**config.mk**
```make
export PLATFORM = sky130hd
export DESIGN_NAME = fetch_branch_controller
export DESIGN_NICKNAME = d
export VERILOG_FILES = /design/src/rtl/fetch_branch_controller_pkg.sv /design/src/rtl/fetch_branch_controller_predecode.sv /design/src/rtl/fetch_branch_controller.sv
export SDC_FILE = /design/constraint.sdc
export NUM_CORES = 1
export LEC_CHECK = 0
export ABC_AREA = 1
export CORE_UTILIZATION = 50
export CTS_CLUSTER_DIAMETER = 120
export DETAILED_ROUTE_END_ITERATION = 16
export PLACE_DENSITY = 0.91
export SETUP_SLACK_MARGIN = 0.05
export SLEW_MARGIN = 20
export SYNTH_ARGS = -nofsm -noshare
export SYNTH_HDL_FRONTEND = slang
export SYNTH_SLANG_ARGS = --single-unit
```
**constraint.sdc**
```tcl
create_clock -name clock -period 7.65 [get_ports clock]
set_input_delay 1.53 -clock clock [delete_from_list [all_inputs] [get_ports clock]]
set_output_delay 1.53 -clock clock [all_outputs]
set_load 0.1 [all_outputs]
```
**src/rtl/fetch_branch_controller_pkg.sv**
```systemverilog
// Shared definitions for the fetch-side branch controller: opcode constant,
// controller state encoding and boolean helper macros.
`ifndef FBC_SYS_DEFS_SV
`define FBC_SYS_DEFS_SV

`define TRUE  1'b1
`define FALSE 1'b0

package sys_defs;

    // RV32 conditional branch major opcode (BEQ/BNE/BLT/BGE/BLTU/BGEU)
    localparam logic [6:0] OP_BRANCH = 7'b1100011;

    typedef enum logic [1:0] {
        IDLE     = 2'd0,
        PENDING  = 2'd1,
        REDIRECT = 2'd2
    } fbc_state_t;

endpackage

`endif

```
**src/rtl/fetch_branch_controller_predecode.sv**
```systemverilog
// Combinational branch pre-decoder: flags RV32 conditional branches and
// computes the taken target from the B-type immediate. Kept stateless so a
// future BTB can reuse it on its own lookup path.
module branch_predecode
    import sys_defs::*;
#(
    parameter int XLEN = 32
) (
    input  logic [31:0]     inst_i,
    input  logic [XLEN-1:0] pc_i,
    output logic            is_br_o,
    output logic [XLEN-1:0] target_o
);

    logic signed [12:0]     imm_b;
    logic signed [XLEN-1:0] imm_sx;
    // rs1/rs2/funct3 do not affect detection or the target
    logic                   unused_fields;

    assign is_br_o       = (inst_i[6:0] == OP_BRANCH);
    assign imm_b         = {inst_i[31], inst_i[7], inst_i[30:25], inst_i[11:8], 1'b0};
    assign imm_sx        = {{(XLEN-13){imm_b[12]}}, imm_b};
    // Target wraps modulo 2^XLEN
    assign target_o      = pc_i + $unsigned(imm_sx);
    assign unused_fields = ^inst_i[24:12];

endmodule

```
**src/rtl/fetch_branch_controller.sv**
```systemverilog
// Fetch-side branch controller sitting between IF and the IF/ID register.
// Detects a conditional branch, speculates not-taken for up to MAX_SPEC
// instructions, and on kill/resolve either squashes and redirects to the
// latched target or commits and returns to normal fetch.
module fetch_branch_controller
    import sys_defs::*;
#(
    parameter int XLEN     = 32,
    parameter int MAX_SPEC = 8,
    parameter int CNT_W    = $clog2(MAX_SPEC + 1)
) (
    input  logic             clock,
    input  logic             reset,
    input  logic             if_valid,
    input  logic [XLEN-1:0]  if_pc,
    input  logic [31:0]      if_inst,
    output logic             if_ready,
    input  logic             branch_pending,
    input  logic             kill,
    input  logic             resolve,
    output logic             branch_detected,
    output logic             dec_valid,
    output logic [XLEN-1:0]  dec_pc,
    output logic [31:0]      dec_inst,
    output logic             dec_spec,
    output logic             redirect_valid,
    output logic [XLEN-1:0]  redirect_pc,
    output logic             flush,
    output logic [CNT_W-1:0] spec_count
);

    localparam logic [CNT_W-1:0] MAX_CNT = CNT_W'(MAX_SPEC);

    fbc_state_t       state_q, state_d;
    logic [XLEN-1:0]  target_q, target_d;
    logic [CNT_W-1:0] count_q, count_d;
    logic             first_q, first_d;

    logic             dec_valid_q;
    logic [XLEN-1:0]  dec_pc_q;
    logic [31:0]      dec_inst_q;
    logic             dec_spec_q;

    logic             is_br;
    logic [XLEN-1:0]  br_target;
    logic             accept;
    logic             accept_spec;
    logic             squash;
    logic             implicit_resolve;

    branch_predecode #(
        .XLEN (XLEN)
    ) u_predecode (
        .inst_i   (if_inst),
        .pc_i     (if_pc),
        .is_br_o  (is_br),
        .target_o (br_target)
    );

    // The resolution unit registers its state, so branch_pending cannot be
    // high in the first PENDING cycle. Seeing it low later with no kill or
    // resolve means the unit has already retired the branch: implicit resolve.
    assign implicit_resolve = !first_q && !branch_pending && !kill && !resolve;

    // Next-state, speculation bookkeeping and the combinational handshake outputs
    always_comb begin
        state_d         = state_q;
        target_d        = target_q;
        count_d         = count_q;
        first_d         = `FALSE;
        if_ready        = `FALSE;
        branch_detected = `FALSE;
        redirect_valid  = `FALSE;
        flush           = `FALSE;
        accept          = `FALSE;
        accept_spec     = `FALSE;
        squash          = `FALSE;

        unique case (state_q)
            IDLE: begin
                if_ready = `TRUE;
                if (if_valid) begin
                    accept = `TRUE;
                    if (is_br) begin
                        branch_detected = `TRUE;
                        target_d        = br_target;
                        count_d         = '0;
                        first_d         = `TRUE;
                        state_d         = PENDING;
                    end
                end
            end
            PENDING: begin
                // kill has priority over resolve; neither cycle accepts
                if (kill) begin
                    squash  = `TRUE;
                    state_d = REDIRECT;
                end else if (resolve || implicit_resolve) begin
                    count_d = '0;
                    state_d = IDLE;
                end else begin
                    // A second branch is held at IF until this one settles
                    if_ready = !is_br && (count_q < MAX_CNT);
                    if (if_ready && if_valid) begin
                        accept      = `TRUE;
                        accept_spec = `TRUE;
                        count_d     = count_q + CNT_W'(1);
                    end
                end
            end
            REDIRECT: begin
                redirect_valid = `TRUE;
                flush          = `TRUE;
                squash         = `TRUE;
                count_d        = '0;
                state_d        = IDLE;
            end
            default: begin
                state_d = IDLE;
            end
        endcase
    end

    // Controller state, latched branch target and speculation counter
    always_ff @(posedge clock or posedge reset) begin
        if (reset) begin
            state_q  <= IDLE;
            target_q <= '0;
            count_q  <= '0;
            first_q  <= `FALSE;
        end else begin
            state_q  <= state_d;
            target_q <= target_d;
            count_q  <= count_d;
            first_q  <= first_d;
        end
    end

    // IF/ID register: load on accept, bubble when ready without valid,
    // hold while stalled, clear when the speculative path is squashed
    always_ff @(posedge clock or posedge reset) begin
        if (reset) begin
            dec_valid_q <= `FALSE;
            dec_pc_q    <= '0;
            dec_inst_q  <= '0;
            dec_spec_q  <= `FALSE;
        end else if (squash) begin
            dec_valid_q <= `FALSE;
            dec_spec_q  <= `FALSE;
        end else if (if_ready) begin
            dec_valid_q <= accept;
            dec_spec_q  <= accept_spec;
            if (accept) begin
                dec_pc_q   <= if_pc;
                dec_inst_q <= if_inst;
            end
        end
    end

    assign dec_valid   = dec_valid_q;
    assign dec_pc      = dec_pc_q;
    assign dec_inst    = dec_inst_q;
    assign dec_spec    = dec_spec_q;
    assign redirect_pc = target_q;
    assign spec_count  = count_q;

endmodule

```
Word level (Yosys, flattened, before mapping)
Cells that the tools add are included.
{ "classes": {"n_lt_le_gt_ge": 1, "mux": 30, "n_reduce_logical": 18, "eq_ne": 8, "add_sub_neg": 2, "bitwise_logic": 1} }
{ "op_table": {"columns": ["operator", "n"], "rows": [
  ["$add 32x32->32", 1],
  ["$mux 4", 5],
  ["$mux 1", 16],
  ["$pmux 4 s3", 1],
  ["$reduce_and 3->1", 3],
  ["$mux 2", 4],
  ["$eq 7x7->1 const B", 1],
  ["$ne 2x2->1 const B", 3],
  ["$ne 3x3->1 const B", 2],
  ["$pmux 1 s2", 3],
  ["$logic_and 1x1->1", 5],
  ["$logic_not 1->1", 5],
  ["$reduce_and 5->1", 1],
  ["$add 4x1->4 const B", 1],
  ["$lt 4x4->1 const B", 1],
  ["$pmux 2 s2", 1],
  ["$reduce_bool 3->1", 1],
  ["$eq 2x1->1 const B", 1],
  ["$eq 2x2->1 const B", 1],
  ["$logic_not 2->1", 1],
  ["$reduce_bool 2->1", 1],
  ["$logic_or 1x1->1", 1],
  ["$not 1->1", 1]
]} }
{ "word_totals": {"out_inout_bits": 106, "input_bits": 70, "ff_bits": 105} }

Longest topological paths before layout
Gate-level depths: netlist of the first run.
{ "depth": {"ltp_word": 10, "mapped_depth": 13, "depth_no_buf": 12} }

Modules after synthesis
From an unflattened synthesis of the first run, not the netlist that was laid out.
{ "unflattened": {"cells_unflattened": 961, "area_unflattened_um2": 6627.6} }
{ "by_module_without_submodules": {"columns": ["module", "seq_area_each_um2", "area_each_um2", "n_inst", "cells_each"], "rows": [
  ["fetch_branch_controller", 2627.5, 4349.2, 1, 494],
  ["branch_predecode", 0.0, 2278.4, 1, 467]
]} }

Worst setup path after synthesis of the first run
Ideal clock, no wire load.
{ "synth_path": {"path_kind": "in2out", "startpoint": "input if_inst[2]", "endpoint": "output branch_detected", "arrival_time_ns": 2.695, "cell_stages": 5, "t_required_ns": 6.120, "setup_slack_ns": 3.425, "cell_sequence": "nor3_1 nand3_1 nor2_1 buf_2 buf_2"} }
{ "synth_between": {"elab_chain_len": 4} }
{ "synth_lines": {"columns": ["element", "line", "source"], "rows": [
  ["start, declared", "fetch_branch_controller.sv:16", "input logic [31:0] if_inst,"],
  ["$eq 7x7->1", "fetch_branch_controller_predecode.sv:20", "assign is_br_o = (inst_i[6:0] == OP_BRANCH);"],
  ["$mux 1", "fetch_branch_controller.sv:84", "if (is_br) begin"],
  ["$mux 1", "fetch_branch_controller.sv:82", "if (if_valid) begin"],
  ["$mux 1", "fetch_branch_controller.sv:79", "unique case (state_q)"],
  ["end, declared", "fetch_branch_controller.sv:21", "output logic branch_detected,"]
]} }
No other way between the ends.

Worst setup path in the final report of the first run
{ "layout_path": {"startpoint": "input if_inst[0]", "endpoint": "output branch_detected"} }
The elaborated chain is that of the path after synthesis.

==> results of run 1 <==
## registers in the layout, summed over array words and instances, names as in the netlist
signal,cells
dec_inst,32
dec_pc,32
redirect_pc,32
spec_count,4
state_q,2
dec_spec,1
dec_valid,1
first_q,1
## worst paths after layout
check | slack [ps] | depth (start not counted) | to
worst max-delay path | 2020 | 7 | branch_detected
worst min-delay path | 470 | 2 | dec_pc[2]
worst max register to register | 4540 | 13 | dec_inst[1]
worst min register to register | 470 | 2 | dec_pc[2]
max in group asynchronous | 4840 | 3 | redirect_pc[18]
min in group asynchronous | 1530 | 2 | dec_pc[29]
## logic make-up after synthesis
logic type	Yosys count
XOR/XNOR	15
buffers and inverters	152
AND/OR/NAND/NOR	575
multiplexers	2
flip-flops	105
adder cells (fa/ha/maj)	35
AO/OA/AOI/OAI	52
## tightest hold or removal path, delay by kind of cell, from the launching register on
| family | cells | cell delay [ps] |
|---|---|---|
| AND/OR/NAND/NOR | 2 | 90 |
| flip-flops | 1 | 340 |
## area by class of cell
cell class	count	area share [%]
Tap cell	172	2.497
Clock buffer	10	2.657
Inverter	126	5.518
Clock inverter	5	0.3630
Multi-Input combinational cell	679	37.62
Sequential cell	105	30.49
Timing Repair Buffer	181	20.85
## metal layers
layer  up-vias  global-route usage (%)
met5         -                       0
met4         0                   11.71
li1       3258                       -
met3        43                   5.492
met2       246                   49.01
met1      3039                   34.17
## cells in the final DEF, fill, tap and decap left out, types with 4 or more instances in the layout
cell type and n:
a21oi_1 21, buf_4 6, clkbuf_16 9, clkdlybuf4s50_1 175
dfrtp_1 105, ha_1 34, inv_1 120, inv_2 5
nand2_1 396, nand3_1 119, nand3b_1 4, nand4_1 4
nor2_1 41, nor3_1 5, o21ai_0 22, xnor2_1 14
## power by group through the flow
stage               clock network (mW)  registers, mW  logic [mW]
floorplan                            0           2.24       0.519
global placement                     0          0.852        2.46
detailed placement                   0          0.860        2.49
CTS                              0.432          0.852        2.49
global route                     0.451          0.876        2.60
finish                           0.421          0.852        2.49
==> summary.md, run 1 <==
| Metric | Value |
|---|---|
| Status | `finished clean` |
| Asr flop ratio synth | `100.0%` |
| Crit path time final | `5633 ps` |
| Initial antenna violation count | `0` |
| Power, Total | `3.760 mW` |
| TritonCTS clock tree | `yes` |
| Post-Syn Instances | `936` |
| DRT Wirelength | `18.50 mm` |
| Vias | `6586` |
| Share of cells above drive strength 1 | `2.893%` |
| Global-route wire length before repair | `29.39 mm` |
| Final #Nets | `1207` |
| Worst path bufs/invs | `4` |
| Power Density | `436.3 mW/mm²` |
| Mean post-synth cell area | `6.923 µm²` |
| Max FO, Critical Path | `21` |
| Fin cells | `1278` |
| Filler cells | `1017` |
| Measured slew at the worst slew-check pin | `1044 ps` |
| Clk slew on worst S/H paths | `70 ps` |
| Wire per inst | `14.48 µm` |
| Worst slew margin | `30.18%` |
| Final hold vios | `0` |
| Cts hold-fix bufs | `0` |
| HP Start | `dec_pc[2]` |
| Top post-synthesis cells by area | `dfrtp_1 (41%), nand2_1 (23%), nand3_1 (9.2%), inv_1 (7.0%), ha_1 (6.6%)` |
| Root Driver | `clkbuf_16` |
| Final worst setup slack | `2017 ps` |
| Crit Path Class | `in -> out` |
| Post-layout util | `68.28%` |
| Worst VDD drop | `0.2814 mV` |
| Hold Crit Class | `reg -> reg` |
| Multi-input gate area | `0.003242 mm²` |
| Seq/Total Area, Yosys | `40.55%` |
| H-tree Lvls | `3` |
| Synth Area in Simple Gates | `36.51%` |
| Cell Chain, Critical Path | `clkdlybuf4s50_1, inv_2, nor3_1, nand3_1, nor2_2, buf_4, clkdlybuf4s50_1` |
| TritonCTS Buffers | `9` |
| Initial drt markers | `465` |
| Starting Density | `51.35%` |
| TritonRoute pass-1 iters | `5` |
| DIE WIDTH | `115.8 µm` |
| Max Cap Violations | `0` |
| Post-Layout Inst Area | `0.008617 mm²` |
| Adder-cell area share of the yosys netlist | `6.874%` |
| Critical Path Most Common Cell | `clkdlybuf4s50_1` |
| Clk_lat worst skew | `350 ps` |
| Dpl hpwl | `13.84 mm` |
| Worst hold slack | `469.6 ps` |
| Crit-path leading delay family | `buffers and inverters` |
| Pleak | `4.586 nW` |
| Power share of the clock group | `11.2%` |
| Internal Power | `1.498 mW` |
| Compound-Gate Fraction of Synth Area | `4.267%` |
| Post-synth EDFFs | `0` |
| Synth top area share | `40.55%` |
| Slew Viols, Final | `0` |
| Worst endpoint data arrival time | `4100 ps` |
| RSZ-0062 raised after global routing | `false` |
| IO buf count | `175` |
| Core Region | `0.01262 mm²` |
| N_diodes | `0` |
| Syn-to-layout area delta | `32.98%` |
| Largest family of logic cells by synthesized area | `simple AND/OR/NAND/NOR gates` |
| Routed Antenna Nets | `0` |
| Vias in the first global route | `6268` |
| Synth cell count leaders | `nand2_1 (396), inv_1 (121), nand3_1 (119)` |
| Clk_skew | `4.931 ps` |
| Vias/cell | `5.153` |
| Synthesized Nets | `1041` |
| Slowest cell on the critical path | `clkdlybuf4s50_1` |
| Mux cell area share after synthesis | `0.3089%` |
| Top Layer Used | `met4` |
| Psw | `2.262 mW` |
| Main flop type after synthesis | `dfrtp_1` |
| Reg area | `0.002628 mm²` |
| Syn. warnings | `0` |
| Cell taking the most area after synthesis | `dfrtp_1` |
| Routability Congestion | `0.9539` |
| Cell variety after synth | `30` |
| Cell count after placement | `1263` |
| DP Area | `0.008357 mm²` |
| CP required | `6120 ps` |
| #FFs+latches synth | `105` |
| DR WL met2 | `9.067 mm` |
| CP Launch Type | `input pin` |
| Row count | `41` |
| Worst r2r src | `state_q[1]` |
| DRC viols | `0` |
| Count leader, synth | `nand2_1` |
| # Post-CTS Setup Buffers | `0` |
| Sequential share of power | `22.7%` |
| Die height | `115.8 µm` |
| Clk sinks | `105` |
| Net switching share of the total power | `60.16%` |
| Cts repair resizes | `0` |
| I/O Pins | `176` |
| Critical Path Start | `if_inst[0]` |
| Xor/xnor share of the synthesized area | `2.027%` |
| CP peak stage delay | `1210 ps` |
| F_max | `177.5 MHz` |
| Die ar. | `0.01342 mm²` |
| Tcrit/Tclk final | `73.64%` |
| Largest net degree at the start of global routing | `76` |
| Comb power frac | `66.1%` |
| GRT Util Overall | `28.19%` |
| Crit path capture type | `output pin` |
| Setup_tns | `0 ps` |
| Grt total ovfl | `0` |
| Setup WS pre-CTS | `2017 ps` |
| Post-Syn Area | `0.006480 mm²` |
| Clock buffer depth | `2` |
| Wl on met1 | `7.532 mm` |
| Met3 WL | `1.387 mm` |
| Final setup viols | `0` |
(Power assumes the default switching activity.)
==> run 2, diff against run 1 <==
--- a/config.mk
+++ b/config.mk
@@ -6,10 +6,10 @@
 export NUM_CORES = 1
 export LEC_CHECK = 0
 export ABC_AREA = 1
-export CORE_UTILIZATION = 50
+export CORE_UTILIZATION = 44
 export CTS_CLUSTER_DIAMETER = 120
 export DETAILED_ROUTE_END_ITERATION = 16
-export PLACE_DENSITY = 0.91
+export PLACE_DENSITY = 0.86
 export SETUP_SLACK_MARGIN = 0.05
 export SLEW_MARGIN = 20
 export SYNTH_ARGS = -nofsm -noshare
==> constraint.sdc (replaced) <==
create_clock -name clock -period 4.7 [get_ports clock]
set_input_delay 0.94 -clock clock [delete_from_list [all_inputs] [get_ports clock]]
set_output_delay 0.94 -clock clock [all_outputs]
set_load 0.1 [all_outputs]
==> run 2 against run 1 <==
  * Clock skew about the same
  * Critical endpoint is now if_ready
  * Register-to-register slack got worse by 2600 ps
  * Sequential share of layout area decreased by 0.24 points
  * Combinational power increased by 62%
  * Utilization decreased by 6.7 points
==> summary.md, run 2 (synthesis gave the netlist of run 1 again) <==
| Metric | Value |
|---|---|
| Slowest cell on the critical path | `clkdlybuf4s50_1` |
| Setup WS pre-CTS | `1025 ps (-991.5 ps)` |
| Clk_lat worst skew | `360 ps (about the same)` |
| F_max | `271.8 MHz` |
| Die ar. | `0.01522 mm² (+13%)` |
| Vias/cell | `5.020 (-2.6%)` |
| Cell Chain, Critical Path | `clkdlybuf4s50_1, inv_1, nand2_1, nand2_1, nor2_4, nand2_1, inv_2, nand3_2, nand2_4, buf_4` |
| Clk_skew | `4.653 ps (-0.2780 ps)` |
| Final hold vios | `0 (unchanged)` |
| GRT Util Overall | `24.94% (-3.2 points)` |
| Most frequent cells in the layout | `nand2_1 (396), clkdlybuf4s50_1 (173), inv_1 (120), nand3_1 (119), dfrtp_1 (105)` |
| Crit path time final | `3679 ps` |
| Clk sinks | `105 (unchanged)` |
| Final #Nets | `1209 (+0.17%)` |
| TritonCTS Buffers | `9 (unchanged)` |
| Pleak | `4.619 nW (+0.72%)` |
| Row count | `43 (+4.9%)` |
| Routability Congestion | `0.9572 (+0.35%)` |
| Die height | `123.4 µm (+6.5%)` |
| Crit Path Class | `in -> out` |
| TritonRoute pass-1 iters | `4 (-1)` |
| Tcrit/Tclk final | `78.28%` |
| Cts repair resizes | `0 (unchanged)` |
| CP peak stage delay | `470 ps (-740 ps)` |
| N_diodes | `0 (unchanged)` |
| Max FO, Critical Path | `34 (+62%)` |
| Hold Crit Class | `reg -> reg` |
| I/O Pins | `176 (unchanged)` |
| Critical Path Most Common Cell | `nand2_1` |
| Worst endpoint data arrival time | `2740 ps (-1360 ps)` |
| Share of cells above drive strength 1 | `3.427% (+0.53 points)` |
| Psw | `3.710 mW (+64%)` |
| Wire per inst | `14.22 µm (-1.8%)` |
| Root Driver | `clkbuf_16` |
| Clock buffer depth | `2 (unchanged)` |
| Sequential share of power | `22.5% (-0.2 points)` |
| Worst path bufs/invs | `4 (unchanged)` |
| CP required | `3760 ps (-2360 ps)` |
| DRC viols | `0 (unchanged)` |
| CP Launch Type | `input pin` |
| Vias in the first global route | `6089 (-2.9%)` |
| Worst VDD drop | `0.4697 mV (+67%)` |
| Crit path capture type | `output pin` |
| Largest net degree at the start of global routing | `62 (-18%)` |
| Comb power frac | `65.3% (-0.8 points)` |
| Max Cap Violations | `0 (unchanged)` |
| DP Area | `0.008389 mm² (+0.39%)` |
| Slew Viols, Final | `0 (unchanged)` |
| Grt total ovfl | `0 (unchanged)` |
| Routed Antenna Nets | `0 (unchanged)` |
| Power share of the clock group | `12.2% (+1.0 points)` |
| Post-Layout Inst Area | `0.008686 mm² (+0.80%)` |
| # Post-CTS Setup Buffers | `0 (unchanged)` |
| Syn-to-layout area delta | `34.04%` |
| Global-route wire length before repair | `29.19 mm (-0.70%)` |
| Vias | `6471 (-1.7%)` |
| Internal Power | `2.472 mW (+65%)` |
| Cts hold-fix bufs | `0 (unchanged)` |
| Setup_tns | `0 ps (unchanged)` |
| H-tree Lvls | `3 (unchanged)` |
| Most common cell after layout, fill and taps aside | `nand2_1` |
| Crit-path leading delay family | `buffers and inverters` |
| IO buf count | `175 (unchanged)` |
| Net switching share of the total power | `60.01% (-0.15 points)` |
| Final worst setup slack | `1021 ps (-995.9 ps)` |
| Starting Density | `45.97% (-5.4 points)` |
| Core Region | `0.01410 mm² (+12%)` |
| Initial drt markers | `409 (-12%)` |
| Measured slew at the worst slew-check pin | `1039 ps (-4.681 ps)` |
| Final setup viols | `0 (unchanged)` |
| DIE WIDTH | `123.4 µm (+6.5%)` |
| RSZ-0062 raised after global routing | `false` |
| Clk slew on worst S/H paths | `70 ps (about the same)` |
| Power Density | `711.8 mW/mm² (+63%)` |
| TritonCTS clock tree | `yes` |
| Worst slew margin | `30.50% (+0.31 points)` |
| Post-layout util | `61.62% (-6.7 points)` |
| Initial antenna violation count | `0 (unchanged)` |
| Dpl hpwl | `14.04 mm (+1.4%)` |
| Status | `finished clean` |
| DRT Wirelength | `18.33 mm (-0.94%)` |
-- run 2: power by group through the flow --
stage                     clock network (mW)  logic (mW)  registers (mW)
after floorplan                            0       0.844            3.65
after global placement                     0        4.01            1.39
after detailed placement                   0        4.04            1.40
after CTS                              0.771        4.05            1.39
after global routing                   0.808        4.22            1.43
final                                  0.757        4.04            1.39
-- run 2: worst register-to-register path, stage by stage, from the launching register on --
cell and delay (ps):
dfrtp_1 400, inv_1 90, ha_1 250, inv_2 80
nor2_4 140, nand2_1 90, inv_2 70, nand3_2 90
nand2_4 330, nand2_2 510, buf_4 420, nand2_1 90
o21ai_1 60
-- run 2: area by class of cell --
type / instances / area [µm²]
clock buffer: 10 / 239.0
timing repair buffer: 183 / 1819
multi-input combinational: 679 / 3242
fill: 1301 / 5410
inverter: 126 / 475.5
clock inverter: 6 / 57.56
tap: 180 / 225.2
sequential: 105 / 2628
-- run 2: worst paths after layout --
| check | startpoint | to | slack (ps) | cells after the start |
|---|---|---|---|---|
| worst max-delay path | kill | if_ready | 1020 | 10 |
| worst min-delay path | dec_inst[21] | dec_inst[21] | 470 | 2 |
| worst max register to register | state_q[1] | dec_pc[0] | 1960 | 12 |
| worst min register to register | dec_inst[21] | dec_inst[21] | 470 | 2 |
| max in group asynchronous | reset | redirect_pc[13] | 2890 | 3 |
| min in group asynchronous | reset | dec_pc[29] | 970 | 2 |
-- run 2: stage by stage --
step                hold slack, ps  instances  total power, mW
detailed placement           457.7       1273            5.445
floorplan                    478.2        936            4.497
finish                       472.1       1289            6.182
global placement             452.8       1273            5.396
global route                 492.4       1289            6.455
CTS                          475.3       1289            6.213
-- run 2: metal layers --
layer  global-route usage, %  share of wire [%]
met1                   31.88                 44
met2                   42.25                 48
met3                   5.351                6.6
met4                   7.229                1.7
met5                       0                  0
